[config.mk]
export PLATFORM = sky130hd
export DESIGN_NAME = proc_run_ctrl
export DESIGN_NICKNAME = d
export VERILOG_FILES = /design/src/rtl/proc_run_ctrl.sv
export SDC_FILE = /design/constraint.sdc
export NUM_CORES = 1
export LEC_CHECK = 0
export ABC_AREA = 1
export CAP_MARGIN = 20
export CORE_UTILIZATION = 40
export CTS_BUF_LIST = sky130_fd_sc_hd__clkbuf_8
export CTS_CLUSTER_DIAMETER = 50
export CTS_CLUSTER_SIZE = 8
export DETAILED_ROUTE_END_ITERATION = 7
export PLACE_DENSITY_LB_ADDON = 0.12
export SYNTH_ARGS = -nofsm -noshare
export SYNTH_HDL_FRONTEND = slang
export SYNTH_SLANG_ARGS = --single-unit
[constraint.sdc]
create_clock -name clk -period 2.1 [get_ports clk]
set_clock_uncertainty 0.15 [all_clocks]
set_input_delay 0.42 -clock clk [delete_from_list [all_inputs] [get_ports clk]]
set_output_delay 0.42 -clock clk [all_outputs]
set_load 0.1 [all_outputs]
[src/rtl/proc_run_ctrl.sv]
// Run controller for the RISC-V core: loads IMEM over a valid/ready stream,
// holds the core in reset, runs it, and stops on a tohost store or a timeout.
module proc_run_ctrl #(
    parameter int              DATA_W      = 32,
    parameter int              ADDR_W      = 32,
    parameter int              IMEM_DEPTH  = 256,
    parameter int              MAX_CYCLES  = 1000,
    parameter logic [31:0]     TOHOST_ADDR = 32'h0000_0FFC,
    parameter int              RST_HOLD    = 2,
    localparam int             IA_W        = $clog2(IMEM_DEPTH)
) (
    input  logic              clk,
    input  logic              rst,
    input  logic              start,
    input  logic              ld_valid,
    output logic              ld_ready,
    input  logic [DATA_W-1:0] ld_data,
    input  logic              ld_last,
    output logic              imem_we,
    output logic [IA_W-1:0]   imem_addr,
    output logic [DATA_W-1:0] imem_wdata,
    output logic              core_rst,
    input  logic              dmem_we,
    input  logic [ADDR_W-1:0] dmem_addr,
    input  logic [DATA_W-1:0] dmem_wdata,
    output logic              busy,
    output logic              done,
    output logic              pass,
    output logic              timeout,
    output logic              load_ovf,
    output logic [DATA_W-1:0] exit_code,
    output logic [31:0]       cycle_count
);

    localparam int              HC_W    = $clog2(RST_HOLD + 1);
    localparam logic [IA_W-1:0] PTR_MAX = IA_W'(IMEM_DEPTH - 1);
    localparam logic [HC_W-1:0] HC_LAST = HC_W'(RST_HOLD - 1);
    localparam logic [ADDR_W-1:0] TOHOST = ADDR_W'(TOHOST_ADDR);
    localparam logic [31:0]     CYC_MAX = 32'(MAX_CYCLES);

    typedef enum logic [2:0] {
        IDLE = 3'd0,
        LOAD = 3'd1,
        HOLD = 3'd2,
        RUN  = 3'd3,
        DONE = 3'd4
    } state_t;

    state_t          state_r;
    logic [IA_W-1:0] ptr_r;
    logic [HC_W-1:0] hold_cnt_r;
    logic            tohost_hit_s;
    logic [31:0]     cycle_next_s;

    assign ld_ready     = (state_r == LOAD);
    assign tohost_hit_s = dmem_we && (dmem_addr == TOHOST);
    assign cycle_next_s = cycle_count + 32'd1;

    // Controller FSM; every output except ld_ready is registered here.
    always_ff @(posedge clk) begin
        if (!rst) begin
            state_r     <= IDLE;
            ptr_r       <= '0;
            hold_cnt_r  <= '0;
            imem_we     <= 1'b0;
            imem_addr   <= '0;
            imem_wdata  <= '0;
            core_rst    <= 1'b1;
            busy        <= 1'b0;
            done        <= 1'b0;
            pass        <= 1'b0;
            timeout     <= 1'b0;
            load_ovf    <= 1'b0;
            exit_code   <= '0;
            cycle_count <= 32'd0;
        end else begin
            imem_we <= 1'b0;
            case (state_r)
                IDLE, DONE: begin
                    if (start) begin
                        state_r   <= LOAD;
                        ptr_r     <= '0;
                        busy      <= 1'b1;
                        done      <= 1'b0;
                        pass      <= 1'b0;
                        timeout   <= 1'b0;
                        load_ovf  <= 1'b0;
                        exit_code <= '0;
                    end
                end
                LOAD: begin
                    if (ld_valid) begin
                        imem_we    <= 1'b1;
                        imem_addr  <= ptr_r;
                        imem_wdata <= ld_data;
                        // Pointer saturates at the last word so it never wraps.
                        if (ptr_r != PTR_MAX) begin
                            ptr_r <= ptr_r + {{(IA_W-1){1'b0}}, 1'b1};
                        end
                        if (ld_last || (ptr_r == PTR_MAX)) begin
                            state_r     <= HOLD;
                            hold_cnt_r  <= '0;
                            cycle_count <= 32'd0;
                            load_ovf    <= !ld_last;
                        end
                    end
                end
                HOLD: begin
                    if (hold_cnt_r == HC_LAST) begin
                        state_r  <= RUN;
                        core_rst <= 1'b0;
                    end else begin
                        hold_cnt_r <= hold_cnt_r + {{(HC_W-1){1'b0}}, 1'b1};
                    end
                end
                RUN: begin
                    cycle_count <= cycle_next_s;
                    // A tohost store in the final cycle takes priority over timeout.
                    if (tohost_hit_s) begin
                        state_r   <= DONE;
                        core_rst  <= 1'b1;
                        busy      <= 1'b0;
                        done      <= 1'b1;
                        exit_code <= dmem_wdata;
                        pass      <= (dmem_wdata == DATA_W'(1));
                        timeout   <= 1'b0;
                    end else if (cycle_next_s == CYC_MAX) begin
                        state_r  <= DONE;
                        core_rst <= 1'b1;
                        busy     <= 1'b0;
                        done     <= 1'b1;
                        pass     <= 1'b0;
                        timeout  <= 1'b1;
                    end
                end
                default: begin
                    state_r  <= IDLE;
                    core_rst <= 1'b1;
                    busy     <= 1'b0;
                end
            endcase
        end
    end

endmodule

### Word level (Yosys, flattened, before mapping)

Index checks and enable logic that the tools add are counted.

| word-level totals | value |
|---|---|
| register bits after elaboration | 124 |
| input bits | 102 |
| output and inout bits | 112 |
| logic and storage cells | 98 |

| operators by class | value |
|---|---|
| add/sub/neg operators | 3 |
| equality and inequality tests | 18 |
| multiplexer cells | 39 |
| bitwise logic cells | 2 |
| reductions and logical operators | 22 |

Operators with widths:

| cell | number |
|---|---|
| $mux 32 | 4 |
| $pmux 32 s2 | 2 |
| $add 32x1->32 const B | 1 |
| $eq 32x1->1 const B | 1 |
| $eq 32x10->1 const B | 1 |
| $eq 32x12->1 const B | 1 |
| $mux 8 | 3 |
| $mux 3 | 6 |
| $pmux 8 s2 | 1 |
| $reduce_and 3->1 | 5 |
| $mux 1 | 12 |
| $pmux 3 s4 | 1 |
| $reduce_and 4->1 | 3 |
| $ne 2x2->1 const B | 5 |
| $add 8x1->8 const B | 1 |
| $eq 8x8->1 const B | 1 |
| $ne 8x8->1 const B | 1 |
| $pmux 1 s2 | 4 |
| $reduce_bool 2->1 | 4 |
| $eq 3x2->1 const B | 2 |
| $mux 2 | 3 |
| $pmux 1 s3 | 2 |
| $reduce_and 5->1 | 1 |
| $ne 2x1->1 const B | 2 |
| 14 further kinds | 17 |

### Longest topological paths before layout

| logic depth | value |
|---|---|
| depth after elaboration | 5 |
| gate-level depth with buffers | 16 |
| mapped depth without buffers | 16 |

### Worst setup path before layout

Ideal clock, no wire load.

| timing path | value |
|---|---|
| path type | register to register |
| start | register cycle_count[1] |
| end | register done |
| library setup time | 132 ps |
| arrival | 2720 ps |
| data required time | 1818 ps |
| slack | -902 ps |
| stages on the path, launching flop included | 17 |
| buffers on the path | 0 |
| period minus slack after synthesis | 3002 ps |
| path through | dfxtp_1 > ha_1 > nand2_2 > nor2_4 > nand2_2 > nor2_4 > nand2_1 > nand2_1 > nand2_1 > nor2_1 > nand2_1 > nor2_2 > nand3_2 > nand2_4 > nand2_1 > nand2_1 > a21oi_1 |

| between the ends | value |
|---|---|
| cells in the longest elaborated chain, start to end | 4 |

Ends and longest elaborated chain:

| item | line | text |
|---|---|---|
| from (decl) | 32 | `output logic [31:0] cycle_count` |
| from (signal assigned) | 117 | `cycle_count <= cycle_next_s;` |
| $add 32x1->32 | 57 | `assign cycle_next_s = cycle_count + 32'd1;` |
| $eq 32x10->1 | 127 | `end else if (cycle_next_s == CYC_MAX) begin` |
| $ne 3x3->1 (no line) | - |  |
| $reduce_and 3->1 (no line) | - |  |
| to (signal assigned) | 70 | `done <= 1'b0;` |
| to (signal assigned) | 123 | `done <= 1'b1;` |
| to (signal assigned) | 131 | `done <= 1'b1;` |
| to (decl) | 27 | `output logic done,` |

No other way between the ends.
A chain may end at the register's enable or synchronous reset.

### Final worst setup path

| timing path | value |
|---|---|
| start | register cycle_count[1] |
| end | register state_r[1] |

| between the ends | value |
|---|---|
| cells in the longest elaborated chain, start to end | 4 |

Ends and longest elaborated chain:

| item | line | text |
|---|---|---|
| $add 32x1->32 | 57 |  |
| $eq 32x10->1 | 127 |  |
| $ne 3x3->1 (no line) | - |  |
| $reduce_and 5->1 (no line) | - |  |
| to (signal assigned) | 62 | `state_r <= IDLE;` |
| to (signal assigned) | 128 | `state_r <= DONE;` |
| to (signal assigned) | 137 | `state_r <= IDLE;` |
| to (decl) | 49 | `state_t state_r;` |

No other way between the ends.

==> results.md <==
- Die Wd: 123 um
- Cell family with most CP delay: simple AND/OR/NAND/NOR gates
- Max incr delay on CP: 0.37 ns
- Synthesized area: slightly below 6000 sq um
- Synth Flop Type: dfxtp_1
- First-pass DRT Iterations: 5
- CTS Sinks: 124
- Initial antenna violation count: 0
- Worst setup EP type: register
- DPL Wire Length: 13300 um
- Failing checks: negative setup slack
- Final WS setup: -0.224 ns
- Top-area cell type share of the netlist area: 42.2%
- Critical Path Fanout Max: 6
- Reg-to-Reg End: state_r[1]
- Pin count of the biggest net entering global routing: 58
- DIE AREA: approximately 15000 sq um
- Critical path's slowest cell: dfxtp_4
- Vias: 6813
- Pins Over Slew Limit: 0
- Starting Density: 41.7%
- GR Overflow Total: 0
- RSZ-0062 raised after global routing: true
- Max-slew headroom: about three quarters
- Number of antenna diodes: 0
- Vias in the first global route: 6318
- Worst Hold Path Cells: 2
- Max VDD drop: 0.953 mV
- Pre-CTS WS: -0.561 ns
- Critical path cell sequence: ha_4 > nand2_4 > nor2_4 > nand2_4 > nor2_4 > nor2_2 > nor2_1 > nand3_2 > nor3_4 > nand3_2 > nand2_4 > nand3_1 > a21oi_1
- RR Startpoint: cycle_count[1]
- Layout area overhead: 70.5%
- Placer Congestion: 0.951
- Setup Crit Path Kind: reg2reg
- Minimum clock period: 2.32 ns
- Critical Path AT: 2.56 ns
- Most frequent CP cell: nand2_4
- Post-route ant nets: 0
- Required @ worst endpoint: about 2.3 ns
- Setup violators final: 8
- Routed WL: 19200 um
- Lkg Pwr: approximately 4.1 nW
- Critical path launch point type: register
- # hold bufs at CTS: 0
- Sequential area share after synthesis: 42.2%
- Clock-pin slew of the registers on the worst-case setup and hold paths: 0.08 ns
- Syn nets: 992
- Reg2reg path depth: 13
- Synth cell types: 32
- Ys async rst share: 0%
- Synth area leader: dfxtp_1
- Top-Level Pins: 214
- Crit path buf inv count: 0
- Clock Tree Buf Depth: 2
- Count of final hold-check violations: 0
- Hold_sp: imem_wdata[30]
- Area post-placement: 9040 sq um
- Hold Path End: imem_wdata[30]
- Drt via density: 4.93
- First-pass GRT wire length: just under 30000 um
- Clk Latency, worst-skew pair: 0.45 ns
- Post-route cell area: 10000 sq um
- Die Span Y: ~120 um
- Max-cap violations: 0
- Core Footprint: roughly 14000 sq um
- WHS: 0.315 ns
- TritonCTS buffer count: 17
- Htree depth: 4
- Flop2flop setup slack: -0.22 ns
- Synth area leaders: dfxtp_1 (42%), nand2_1 (20%), a21oi_1 (9.8%), nand3_1 (5.9%), nor2_1 (4.9%)
- DR DRC count: 0
- Gr usage total: between 20% and 30%
- PortBufs: 213
- Hold crit path type: reg2reg
- Nets: 1294
- Ys Warns: 0
- Root buffer cell: clkbuf_8
- WL/cell: 13.9 um
- Mean Syn Cell Area: 6.63 sq um
- Worst slew pin tran: 0.378 ns
- CTS tree: built
- Status: complete, but fails checks
- Period utilization: 111%
- FF+latch count, synth: 124
- Post-synth EDFFs: 0
- Fmax: 430 MHz
- Pwr Density: 970 nW/um^2
- FP Rows: 43
- Initial DRC Count: between 400 and 500
- Synthesized instance count: 886
- Share of post-route cells with drive strength above 1: 28.8%
==> report_power, final <==
part	leakage, nW	switching, mW	internal (mW)
clock	0.213	1.07	1.23
sequential	1.03	0.133	2.55
combinational	2.90	2.99	1.74
==> layer usage <==
metal	vias up	track usage (%)	wire length [um]
met5	-	0	0
met2	182	43.4	9580
met1	3115	29.6	8220
met4	0	7.30	347
met3	27	6.96	1070
li1	3489	-	-
==> how the worst max path moves through the flow <==
stage,startpoint,to,cells past startpoint,slack [ns]
after floorplan,cycle_count[1],done,16,-0.19
after global placement,dmem_addr[15],exit_code[18],12,-0.47
after detailed placement,dmem_addr[15],exit_code[16],12,-0.56
after CTS,cycle_count[0],state_r[1],14,-0.18
after global routing,cycle_count[1],done,14,-0.37
final,cycle_count[1],state_r[1],13,-0.22
==> cells in the final DEF (no fill, tap or decap), types with 4 or more instances in the layout <==
cell,instances
nand3_1,64
buf_12,37
inv_1,55
nand3b_1,9
nand2_4,9
buf_4,170
clkdlybuf4s50_1,86
inv_6,4
a21oi_1,112
nor2_2,9
clkbuf_8,18
nor2_1,69
nor2_4,7
o21ai_1,4
nand4_1,9
dlymetal6s2s_1,13
nand2_2,10
nand2_1,302
nand3_2,6
dfxtp_4,19
nor4_1,7
dfxtp_1,92
buf_16,4
o21ai_0,14
nor3_1,6
dfxtp_2,13
nor4_2,4
==> worst min-delay path, cell delays in order, from the launching register on <==
cell and delay (ns):
dfxtp_1 0.31, nand2_1 0.06, a21oi_1 0.05
==> cell type report <==
type                            count  area (sq um)
Sequential cell                   124          2570
Tap cell                          180           225
Clock inverter                     14           183
Clock buffer                       18           248
Multi-Input combinational cell    667          3270
Timing Repair Buffer              318          3280
Fill cell                        1171          4080
Inverter                           60           243
==> metrics by stage <==
step	TNS [ns]	std cells	utilization (%)	power, mW
after CTS	-1.34	1375	68.9	9.29
after floorplan	-1.41	886	-	5.23
after global routing	-4.48	1381	71.1	10.2
final	-1.64	1381	71.1	9.72
after global placement	-18.18	1332	64.1	6.35
after detailed placement	-21.09	1332	64.1	6.37
==> cell usage after synthesis (2+ instances only) <==
| master | number |
|---|---|
| nand3_1 | 69 |
| nor2_4 | 5 |
| nor3_1 | 10 |
| nor2_2 | 4 |
| a21oi_1 | 115 |
| dfxtp_1 | 124 |
| ha_1 | 4 |
| nor4_1 | 12 |
| nand2_2 | 3 |
| buf_1 | 2 |
| nand2_4 | 3 |
| nand4_1 | 9 |
| or2_2 | 3 |
| clkbuf_1 | 30 |
| inv_1 | 58 |
| nand2_1 | 315 |
| nand3b_1 | 9 |
| buf_2 | 4 |
| o21ai_0 | 17 |
| nor2_1 | 76 |
| o21ai_1 | 3 |
==> logic make-up after synthesis <==
group | synth area share, %
adders and majority gates | 0.852
buffers and inverters | 6.22
and+or+nand+nor | 38.5
AOI/OAI and AO/OA | 11.9
DFF | 42.2
xor gates and xnor gates | 0.298
==> flip-flops by register name (all words and copies together), names as in the netlist <==
signal / flops
cycle_count: 32
exit_code: 32
imem_wdata: 32
imem_addr: 8
ptr_r: 8
state_r: 3
hold_cnt_r: 2
busy: 1
core_rst: 1
done: 1
imem_we: 1
load_ovf: 1
pass: 1
timeout: 1
==> what timing repair did <==
| action | CTS | global route |
|---|---|---|
| setup endpoints to repair | 41 | 75 |
| buffers inserted | 6 | 3 |
| gates cloned | 5 | 3 |
| gates resized for setup | 28 | 58 |
| pin swaps | 23 | 32 |
No activity file was read; power rests on OpenSTA's default activity.
